--- src/rtl/sap_ctrl_pkg.sv ---
// Shared control-bit map, opcode encodings, flag indices and microword layout for the SAP sequencer.
package sap_ctrl_pkg;

    // Control word bits (bit 15 is HALT)
    localparam logic [15:0] HALT = 16'h8000;
    localparam logic [15:0] MI   = 16'h4000;
    localparam logic [15:0] RI   = 16'h2000;
    localparam logic [15:0] RO   = 16'h1000;
    localparam logic [15:0] IO   = 16'h0800;
    localparam logic [15:0] II   = 16'h0400;
    localparam logic [15:0] AI   = 16'h0200;
    localparam logic [15:0] AO   = 16'h0100;
    localparam logic [15:0] SMO  = 16'h0080;
    localparam logic [15:0] SU   = 16'h0040;
    localparam logic [15:0] BI   = 16'h0020;
    localparam logic [15:0] OI   = 16'h0010;
    localparam logic [15:0] CE   = 16'h0008;
    localparam logic [15:0] CO   = 16'h0004;
    localparam logic [15:0] JE   = 16'h0002;
    localparam logic [15:0] FI   = 16'h0001;

    localparam int OP_NOP = 0;
    localparam int OP_LDA = 1;
    localparam int OP_ADD = 2;
    localparam int OP_SUB = 3;
    localparam int OP_STA = 4;
    localparam int OP_LDI = 5;
    localparam int OP_JMP = 6;
    localparam int OP_JC  = 7;
    localparam int OP_JZ  = 8;
    localparam int OP_OUT = 14;
    localparam int OP_HLT = 15;

    localparam int FLAG_C = 7;
    localparam int FLAG_Z = 6;

    // Microword layout, LSB first: ctrl, cond_idx, cond_en, end
    localparam int UW_CTRL_LSB = 0;

    function automatic int cidx_width(int flag_w);
        return (flag_w > 1) ? $clog2(flag_w) : 1;
    endfunction

    function automatic int uw_cidx_lsb(int ctrl_w);
        return ctrl_w;
    endfunction

    function automatic int uw_cond_bit(int ctrl_w, int cidx_w);
        return ctrl_w + cidx_w;
    endfunction

    function automatic int uw_end_bit(int ctrl_w, int cidx_w);
        return ctrl_w + cidx_w + 1;
    endfunction

    typedef enum logic {
        ST_RUN  = 1'b0,
        ST_HALT = 1'b1
    } seq_state_t;

endpackage

--- src/rtl/sap_ucode_rom.sv ---
// Combinational microcode table: (opcode, step) -> {end, cond_en, cond_idx, ctrl}.
module sap_ucode_rom
    import sap_ctrl_pkg::*;
#(
    parameter int OPCODE_W = 4,
    parameter int STEP_W   = 3,
    parameter int FLAG_W   = 8,
    parameter int CTRL_W   = 16,
    localparam int CIDX_W  = cidx_width(FLAG_W),
    localparam int UW_W    = CTRL_W + CIDX_W + 2
) (
    input  logic [OPCODE_W-1:0] opcode,
    input  logic [STEP_W-1:0]   step,
    output logic [UW_W-1:0]     uword
);

    logic              w_end;
    logic              w_cond;
    logic [CIDX_W-1:0] w_cidx;
    logic [CTRL_W-1:0] w_ctrl;
    int                s;

    // Past the end of any program the word is a terminating no-op
    always_comb begin
        w_end  = 1'b1;
        w_cond = 1'b0;
        w_cidx = '0;
        w_ctrl = '0;
        s      = int'(step);
        if (s == 0) begin
            w_end  = 1'b0;
            w_ctrl = CTRL_W'(MI | CO | CE);
        end else if (s == 1) begin
            w_end  = 1'b0;
            w_ctrl = CTRL_W'(RO | II);
        end else begin
            case (int'(opcode))
                OP_LDA: case (s)
                    2: begin w_end = 1'b0; w_ctrl = CTRL_W'(IO | MI); end
                    3: w_ctrl = CTRL_W'(RO | AI);
                    default: ;
                endcase
                OP_ADD: case (s)
                    2: begin w_end = 1'b0; w_ctrl = CTRL_W'(IO | MI); end
                    3: begin w_end = 1'b0; w_ctrl = CTRL_W'(RO | BI); end
                    4: w_ctrl = CTRL_W'(SMO | AI | FI);
                    default: ;
                endcase
                OP_SUB: case (s)
                    2: begin w_end = 1'b0; w_ctrl = CTRL_W'(IO | MI); end
                    3: begin w_end = 1'b0; w_ctrl = CTRL_W'(RO | BI); end
                    4: w_ctrl = CTRL_W'(SMO | SU | AI | FI);
                    default: ;
                endcase
                OP_STA: case (s)
                    2: begin w_end = 1'b0; w_ctrl = CTRL_W'(IO | MI); end
                    3: w_ctrl = CTRL_W'(AO | RI);
                    default: ;
                endcase
                OP_LDI: if (s == 2) w_ctrl = CTRL_W'(IO | AI);
                OP_JMP: if (s == 2) w_ctrl = CTRL_W'(IO | JE);
                OP_JC: if (s == 2) begin
                    w_ctrl = CTRL_W'(IO | JE);
                    w_cond = 1'b1;
                    w_cidx = CIDX_W'(FLAG_C);
                end
                OP_JZ: if (s == 2) begin
                    w_ctrl = CTRL_W'(IO | JE);
                    w_cond = 1'b1;
                    w_cidx = CIDX_W'(FLAG_Z);
                end
                OP_OUT: if (s == 2) w_ctrl = CTRL_W'(AO | OI);
                OP_HLT: if (s == 2) w_ctrl = CTRL_W'(HALT);
                default: ;
            endcase
        end
    end

    assign uword = {w_end, w_cond, w_cidx, w_ctrl};

endmodule

--- src/rtl/sap_microseq.sv ---
// Microcode sequencer: step counter, condition gating, halt latch and registered control word.
// Optional single-step gating is enabled with `define SAP_SINGLE_STEP_EN.
module sap_microseq
    import sap_ctrl_pkg::*;
#(
    parameter int OPCODE_W = 4,
    parameter int STEP_W   = 3,
    parameter int FLAG_W   = 8,
    parameter int CTRL_W   = 16
) (
    input  logic                clk,
    input  logic                reset,
    input  logic [OPCODE_W-1:0] opcode,
    input  logic [FLAG_W-1:0]   flags,
`ifdef SAP_SINGLE_STEP_EN
    input  logic                step_mode,
    input  logic                step_go,
`endif
    output logic [CTRL_W-1:0]   ctrl,
    output logic [STEP_W-1:0]   step,
    output logic                halted
);

    localparam int CIDX_W = cidx_width(FLAG_W);
    localparam int UW_W   = CTRL_W + CIDX_W + 2;
    localparam int CIDX_L = uw_cidx_lsb(CTRL_W);
    localparam int COND_B = uw_cond_bit(CTRL_W, CIDX_W);
    localparam int END_B  = uw_end_bit(CTRL_W, CIDX_W);
    localparam logic [CTRL_W-1:0] HALT_MASK = CTRL_W'(HALT);

    seq_state_t        state, state_next;
    logic [STEP_W-1:0] step_next;
    logic [CTRL_W-1:0] ctrl_next;
    logic [UW_W-1:0]   uword;
    logic [CTRL_W-1:0] gated_ctrl;
    logic              word_end;
    logic              advance;

    sap_ucode_rom #(
        .OPCODE_W (OPCODE_W),
        .STEP_W   (STEP_W),
        .FLAG_W   (FLAG_W),
        .CTRL_W   (CTRL_W)
    ) u_rom (
        .opcode (opcode),
        .step   (step),
        .uword  (uword)
    );

    // The last possible step always terminates, whatever the table says
    assign word_end   = uword[END_B] | (step == {STEP_W{1'b1}});
    assign gated_ctrl = (uword[COND_B] && !flags[uword[CIDX_L +: CIDX_W]])
                        ? '0 : uword[UW_CTRL_LSB +: CTRL_W];

`ifdef SAP_SINGLE_STEP_EN
    assign advance = !step_mode || step_go;
`else
    assign advance = 1'b1;
`endif

    always_ff @(posedge clk) begin
        if (reset) begin
            state <= ST_RUN;
            step  <= '0;
            ctrl  <= '0;
        end else begin
            state <= state_next;
            step  <= step_next;
            ctrl  <= ctrl_next;
        end
    end

    // Halt is entered on the same edge that registers the HALT bit into ctrl
    always_comb begin
        state_next = state;
        step_next  = step;
        ctrl_next  = '0;
        case (state)
            ST_RUN: begin
                if (advance) begin
                    ctrl_next = gated_ctrl;
                    step_next = word_end ? '0 : step + STEP_W'(1);
                    if (|(gated_ctrl & HALT_MASK))
                        state_next = ST_HALT;
                end
            end
            ST_HALT: ctrl_next = HALT_MASK;
            default: state_next = ST_RUN;
        endcase
    end

    assign halted = (state == ST_HALT);

endmodule

--- config.mk ---
export PLATFORM = sky130hd
export DESIGN_NAME = sap_microseq
export DESIGN_NICKNAME = d
export VERILOG_FILES = /design/src/rtl/sap_ctrl_pkg.sv /design/src/rtl/sap_ucode_rom.sv /design/src/rtl/sap_microseq.sv
export SDC_FILE = /design/constraint.sdc
export NUM_CORES = 1
export LEC_CHECK = 0
export CAP_MARGIN = 20
export CORE_ASPECT_RATIO = 0.75
export CORE_MARGIN = 3
export CORE_UTILIZATION = 45
export DETAILED_ROUTE_END_ITERATION = 7
export PLACE_DENSITY = 0.77
export SYNTH_ARGS = -nofsm -noshare
export SYNTH_HDL_FRONTEND = slang
export SYNTH_HIERARCHICAL = 1
export SYNTH_SLANG_ARGS = --single-unit
--- constraint.sdc ---
create_clock -name clk -period 2.4 [get_ports clk]
set_input_delay 0.48 -clock clk [delete_from_list [all_inputs] [get_ports clk]]
set_output_delay 0.48 -clock clk [all_outputs]
set_load 0.01 [all_outputs]
==> impl_metrics.prom <==
# TYPE chip_impl_metric gauge
chip_impl_info{name="outcome",value="finished, final reports clean"} 1
chip_impl_metric{name="synth_largest_type_area_fraction",unit="%"} 32.9
chip_impl_metric{name="post_cts_hold_buffer_count",unit=""} 0
chip_impl_metric{name="final_number_of_max_transition_violations",unit=""} 0
chip_impl_info{name="timing.critical_path.to_type",value="register"} 1
chip_impl_metric{name="cts_inserted_buffers",unit=""} 3
chip_impl_metric{name="top_level_ports",unit=""} 34
chip_impl_metric{name="io_buffers",unit=""} 33
chip_impl_metric{name="clkTransAtPathRegs",unit="ns"} 0.10
chip_impl_metric{name="worstPathMaxFanout",unit=""} 5
chip_impl_metric{name="dpl_worst_slack",unit="ns"} -0.169
chip_impl_metric{name="final_instance_area",unit="um2"} 1590
chip_impl_info{name="synthMostInstantiatedCell",value="nand2_1"} 1
chip_impl_metric{name="drtAntennaViolNets",unit=""} 0
chip_impl_metric{name="postPlaceCellArea",unit="um2"} 1560
chip_impl_metric{name="wl_per_cell",unit="um"} 12.9
chip_impl_metric{name="syn_avg_cell_area",unit="um2"} 8.45
chip_impl_metric{name="async_sr_flop_fraction",unit="%"} 0
chip_impl_metric{name="synthesis.instances",unit=""} 137
chip_impl_metric{name="required_arrival_time_at_the_worst_endpoint",unit="ns"} 2.62
chip_impl_metric{name="post-route-drc-count",unit=""} 0
chip_impl_metric{name="finalSetupViolations",unit=""} 0
chip_impl_metric{name="worst_r2r_path_depth",unit=""} 8
chip_impl_metric{name="timing.clock.skew",unit="ns"} 0.00865
chip_impl_metric{name="grt_max_degree",unit=""} 16
chip_impl_metric{name="post_synth_instance_area",unit="um2"} 1160
chip_impl_info{name="synth.cells.most_frequent",value="nand2_1 (21), dfxtp_1 (19), a21oi_1 (15)"} 1
chip_impl_metric{name="yosysWarningCount",unit=""} 6
chip_impl_metric{name="p_leak",unit="nW"} 0.608
chip_impl_metric{name="grt_overflow_total",unit=""} 0
chip_impl_metric{name="max_stage_delay",unit="ns"} 0.53
chip_impl_metric{name="max_clock_buf_depth",unit=""} 2
chip_impl_info{name="cell_type_with_the_largest_total_area_after_synthesis",value="dfxtp_1"} 1
chip_impl_metric{name="nets",unit=""} 192
chip_impl_metric{name="final.min_clock_period",unit="ns"} 2.22
chip_impl_metric{name="post_drt_via_cell_ratio",unit=""} 5.26
chip_impl_metric{name="peakVddDrop",unit="uV"} 512
chip_impl_metric{name="fmaxAchievable",unit="MHz"} 450
chip_impl_metric{name="layout.filler_cells",unit=""} 199
chip_impl_metric{name="floorplan.initialDensity",unit="%"} 48.9
chip_impl_metric{name="post_layout_nonfiller_instances",unit=""} 209
chip_impl_metric{name="tritoncts_num_sinks",unit=""} 19
chip_impl_metric{name="core-area",unit="um2"} 2360
chip_impl_metric{name="clock_insertion_delay_worst_skew",unit="ns"} 0.29
chip_impl_info{name="setup_repair_after_global_routing_missed_its_margin",value="no"} 1
chip_impl_metric{name="route.final.wire_length",unit="um"} 2700
chip_impl_metric{name="worst_ep_arrival_time",unit="ns"} 2.44
chip_impl_metric{name="setup_ws",unit="ns"} 0.178
chip_impl_metric{name="groute.usage.overall",unit="%"} 17.4
chip_impl_info{name="tritoncts",value="yes"} 1
chip_impl_metric{name="worst_margin_slew",unit="ns"} 0.387
chip_impl_metric{name="number_of_flops_mapped_to_enable_cells_by_yosys",unit=""} 0
chip_impl_info{name="cts-root-buf",value="clkbuf_4"} 1
chip_impl_metric{name="hold-path-cell-count",unit=""} 2
chip_impl_metric{name="timing.final.crit_share",unit="%"} 92.6
chip_impl_metric{name="routabilityCongestion",unit=""} 0.946
chip_impl_info{name="type_of_origin_of_the_critical_path",value="primary input"} 1
chip_impl_metric{name="htree_num_levels",unit=""} 1
chip_impl_metric{name="antenna_cells",unit=""} 0
chip_impl_info{name="ranking_of_synthesized_cells_by_area",value="dfxtp_1 (33%), a21oi_2 (6.8%), nand2_1 (6.8%), a21oi_1 (6.5%), buf_4 (4.5%)"} 1
chip_impl_metric{name="num_rows",unit=""} 15
chip_impl_metric{name="timing_hold_violations_final",unit=""} 0
chip_impl_info{name="worstSetupPathType",value="in -> reg"} 1
chip_impl_metric{name="cap_viol_max_count",unit=""} 0
chip_impl_metric{name="fin_util",unit="%"} 67.4
chip_impl_info{name="cp_slowest_cell",value="clkdlybuf4s50_1"} 1
chip_impl_metric{name="powerDensity",unit="nW/um2"} 699
chip_impl_metric{name="antenna_found_initial",unit=""} 0
chip_impl_metric{name="dr.first_iter.drc_count",unit=""} 59
chip_impl_metric{name="synth.yosys.seq_area_share",unit="%"} 32.9
chip_impl_metric{name="synthesis.nets",unit=""} 153
chip_impl_metric{name="ys_ff_latch",unit=""} 19
chip_impl_metric{name="relSlewSlack",unit="%"} 73.9
chip_impl_metric{name="post_synth_num_cell_types",unit=""} 38
chip_impl_metric{name="drive_gt1_share",unit="%"} 21.1
chip_impl_metric{name="die_h",unit="um"} 49.9
chip_impl_metric{name="syn_to_final_growth",unit="%"} 37.7
chip_impl_info{name="cell_breakdown_of_the_critical_path",value="clkdlybuf4s50_1, nor2b_1, nand3_1, a21oi_2, or2b_1, o221a_4, buf_4, a21oi_1"} 1
chip_impl_metric{name="grt_pass1_vias",unit=""} 1038
chip_impl_metric{name="firstDrtPassIters",unit=""} 4
chip_impl_info{name="synth_ff_type",value="dfxtp_1"} 1
chip_impl_metric{name="chipWidth",unit="um"} 64.6
chip_impl_metric{name="detailroute.via_count",unit=""} 1099
chip_impl_metric{name="first_pass_grt_wire_length",unit="um"} 4490
chip_impl_metric{name="dp.final_hpwl",unit="um"} 2090
chip_impl_metric{name="dp.cells",unit=""} 205
chip_impl_metric{name="total_die_area",unit="um2"} 3220
chip_impl_info{name="holdCritPathClass",value="reg -> reg"} 1
[stage by stage]
stage	setup TNS, ns	total power, mW	hold slack [ns]
CTS	0	1.12	0.644
floorplan	0	0.766	0.548
global placement	-0.863	0.938	0.612
finish	0	1.11	0.639
detailed placement	-2.03	0.954	0.632
global route	0	1.18	0.679
[layout make-up]
class                           count  area [um2]  share of cell area (%)
Sequential cell                    19         380                    23.9
Clock buffer                        4        26.3                    1.65
Tap cell                           34        42.5                    2.67
Inverter                            4        15.0                   0.942
Multi-Input combinational cell     98         647                    40.6
Timing Repair Buffer               50         483                    30.3
[report_power, final]
group	internal (mW)	switching, mW	leakage (nW)
logic	0.279	0.289	0.439
clock network	0.0646	0.0941	0.0150
registers	0.371	0.0170	0.155
total	0.714	0.400	0.608
[per-layer routing]
layer | vias to the layer above | wire, um | track usage [%]
met4 | 0 | 21 | 6.32
met1 | 502 | 1300 | 23.5
met3 | 6 | 209 | 6.38
met5 | - | 0 | 0
li1 | 544 | - | -
met2 | 47 | 1170 | 25.3
[registers in the layout, indices dropped and copies added (netlist names)]
signal / flops
ctrl: 16
step: 3
[worst max-delay path: cells and delay by family]
family	cells	cell delay (ns)
compound gates	3	0.66
simple gates	3	0.62
buf+inv	2	0.68
[timing repair]
action,4_1_cts,5_1_grt
buffers inserted,0,0
endpoints found under the setup margin,0,14
resized for setup,0,1
[worst paths after layout]
kind / to / slack (ns) / start
setup / recovery: ctrl[14] / 0.18 / opcode[2]
hold / removal: ctrl[15] / 0.64 / ctrl[15]
setup reg to reg: ctrl[3] / 0.35 / step[2]
hold reg to reg: ctrl[15] / 0.64 / ctrl[15]
[layout by cell type, fill, tap and decap left out, types with 2 or more instances in the layout]
| master | instances |
|---|---|
| clkdlybuf4s50_1 | 33 |
| nand2_1 | 21 |
| dfxtp_1 | 19 |
| buf_4 | 15 |
| a21oi_1 | 14 |
| nor2_1 | 11 |
| a21oi_2 | 10 |
| mux2i_1 | 4 |
| inv_1 | 4 |
| clkbuf_4 | 3 |
| nand2b_1 | 3 |
| nand3_1 | 3 |
| nor3_1 | 3 |
| or2b_1 | 2 |
| nor4b_1 | 2 |
| ha_1 | 2 |
| buf_12 | 2 |
| and4_1 | 2 |
| nor3b_1 | 2 |
[logic make-up (layout without fill, tap and decap cells)]
group / count (synthesis) / after routing / share of synthesized area (%)
multiplexers: 4 / 4 / 3.46
AO/OA/AOI/OAI: 33 / 33 / 22.3
buffers and inverters: 20 / 58 / 11.6
AND/OR/NAND/NOR: 57 / 57 / 26.2
XOR/XNOR: 2 / 2 / 1.51
flip-flops: 19 / 19 / 32.9
adder cells (fa/ha/maj): 2 / 2 / 2.16
(Power assumes the default switching activity.)
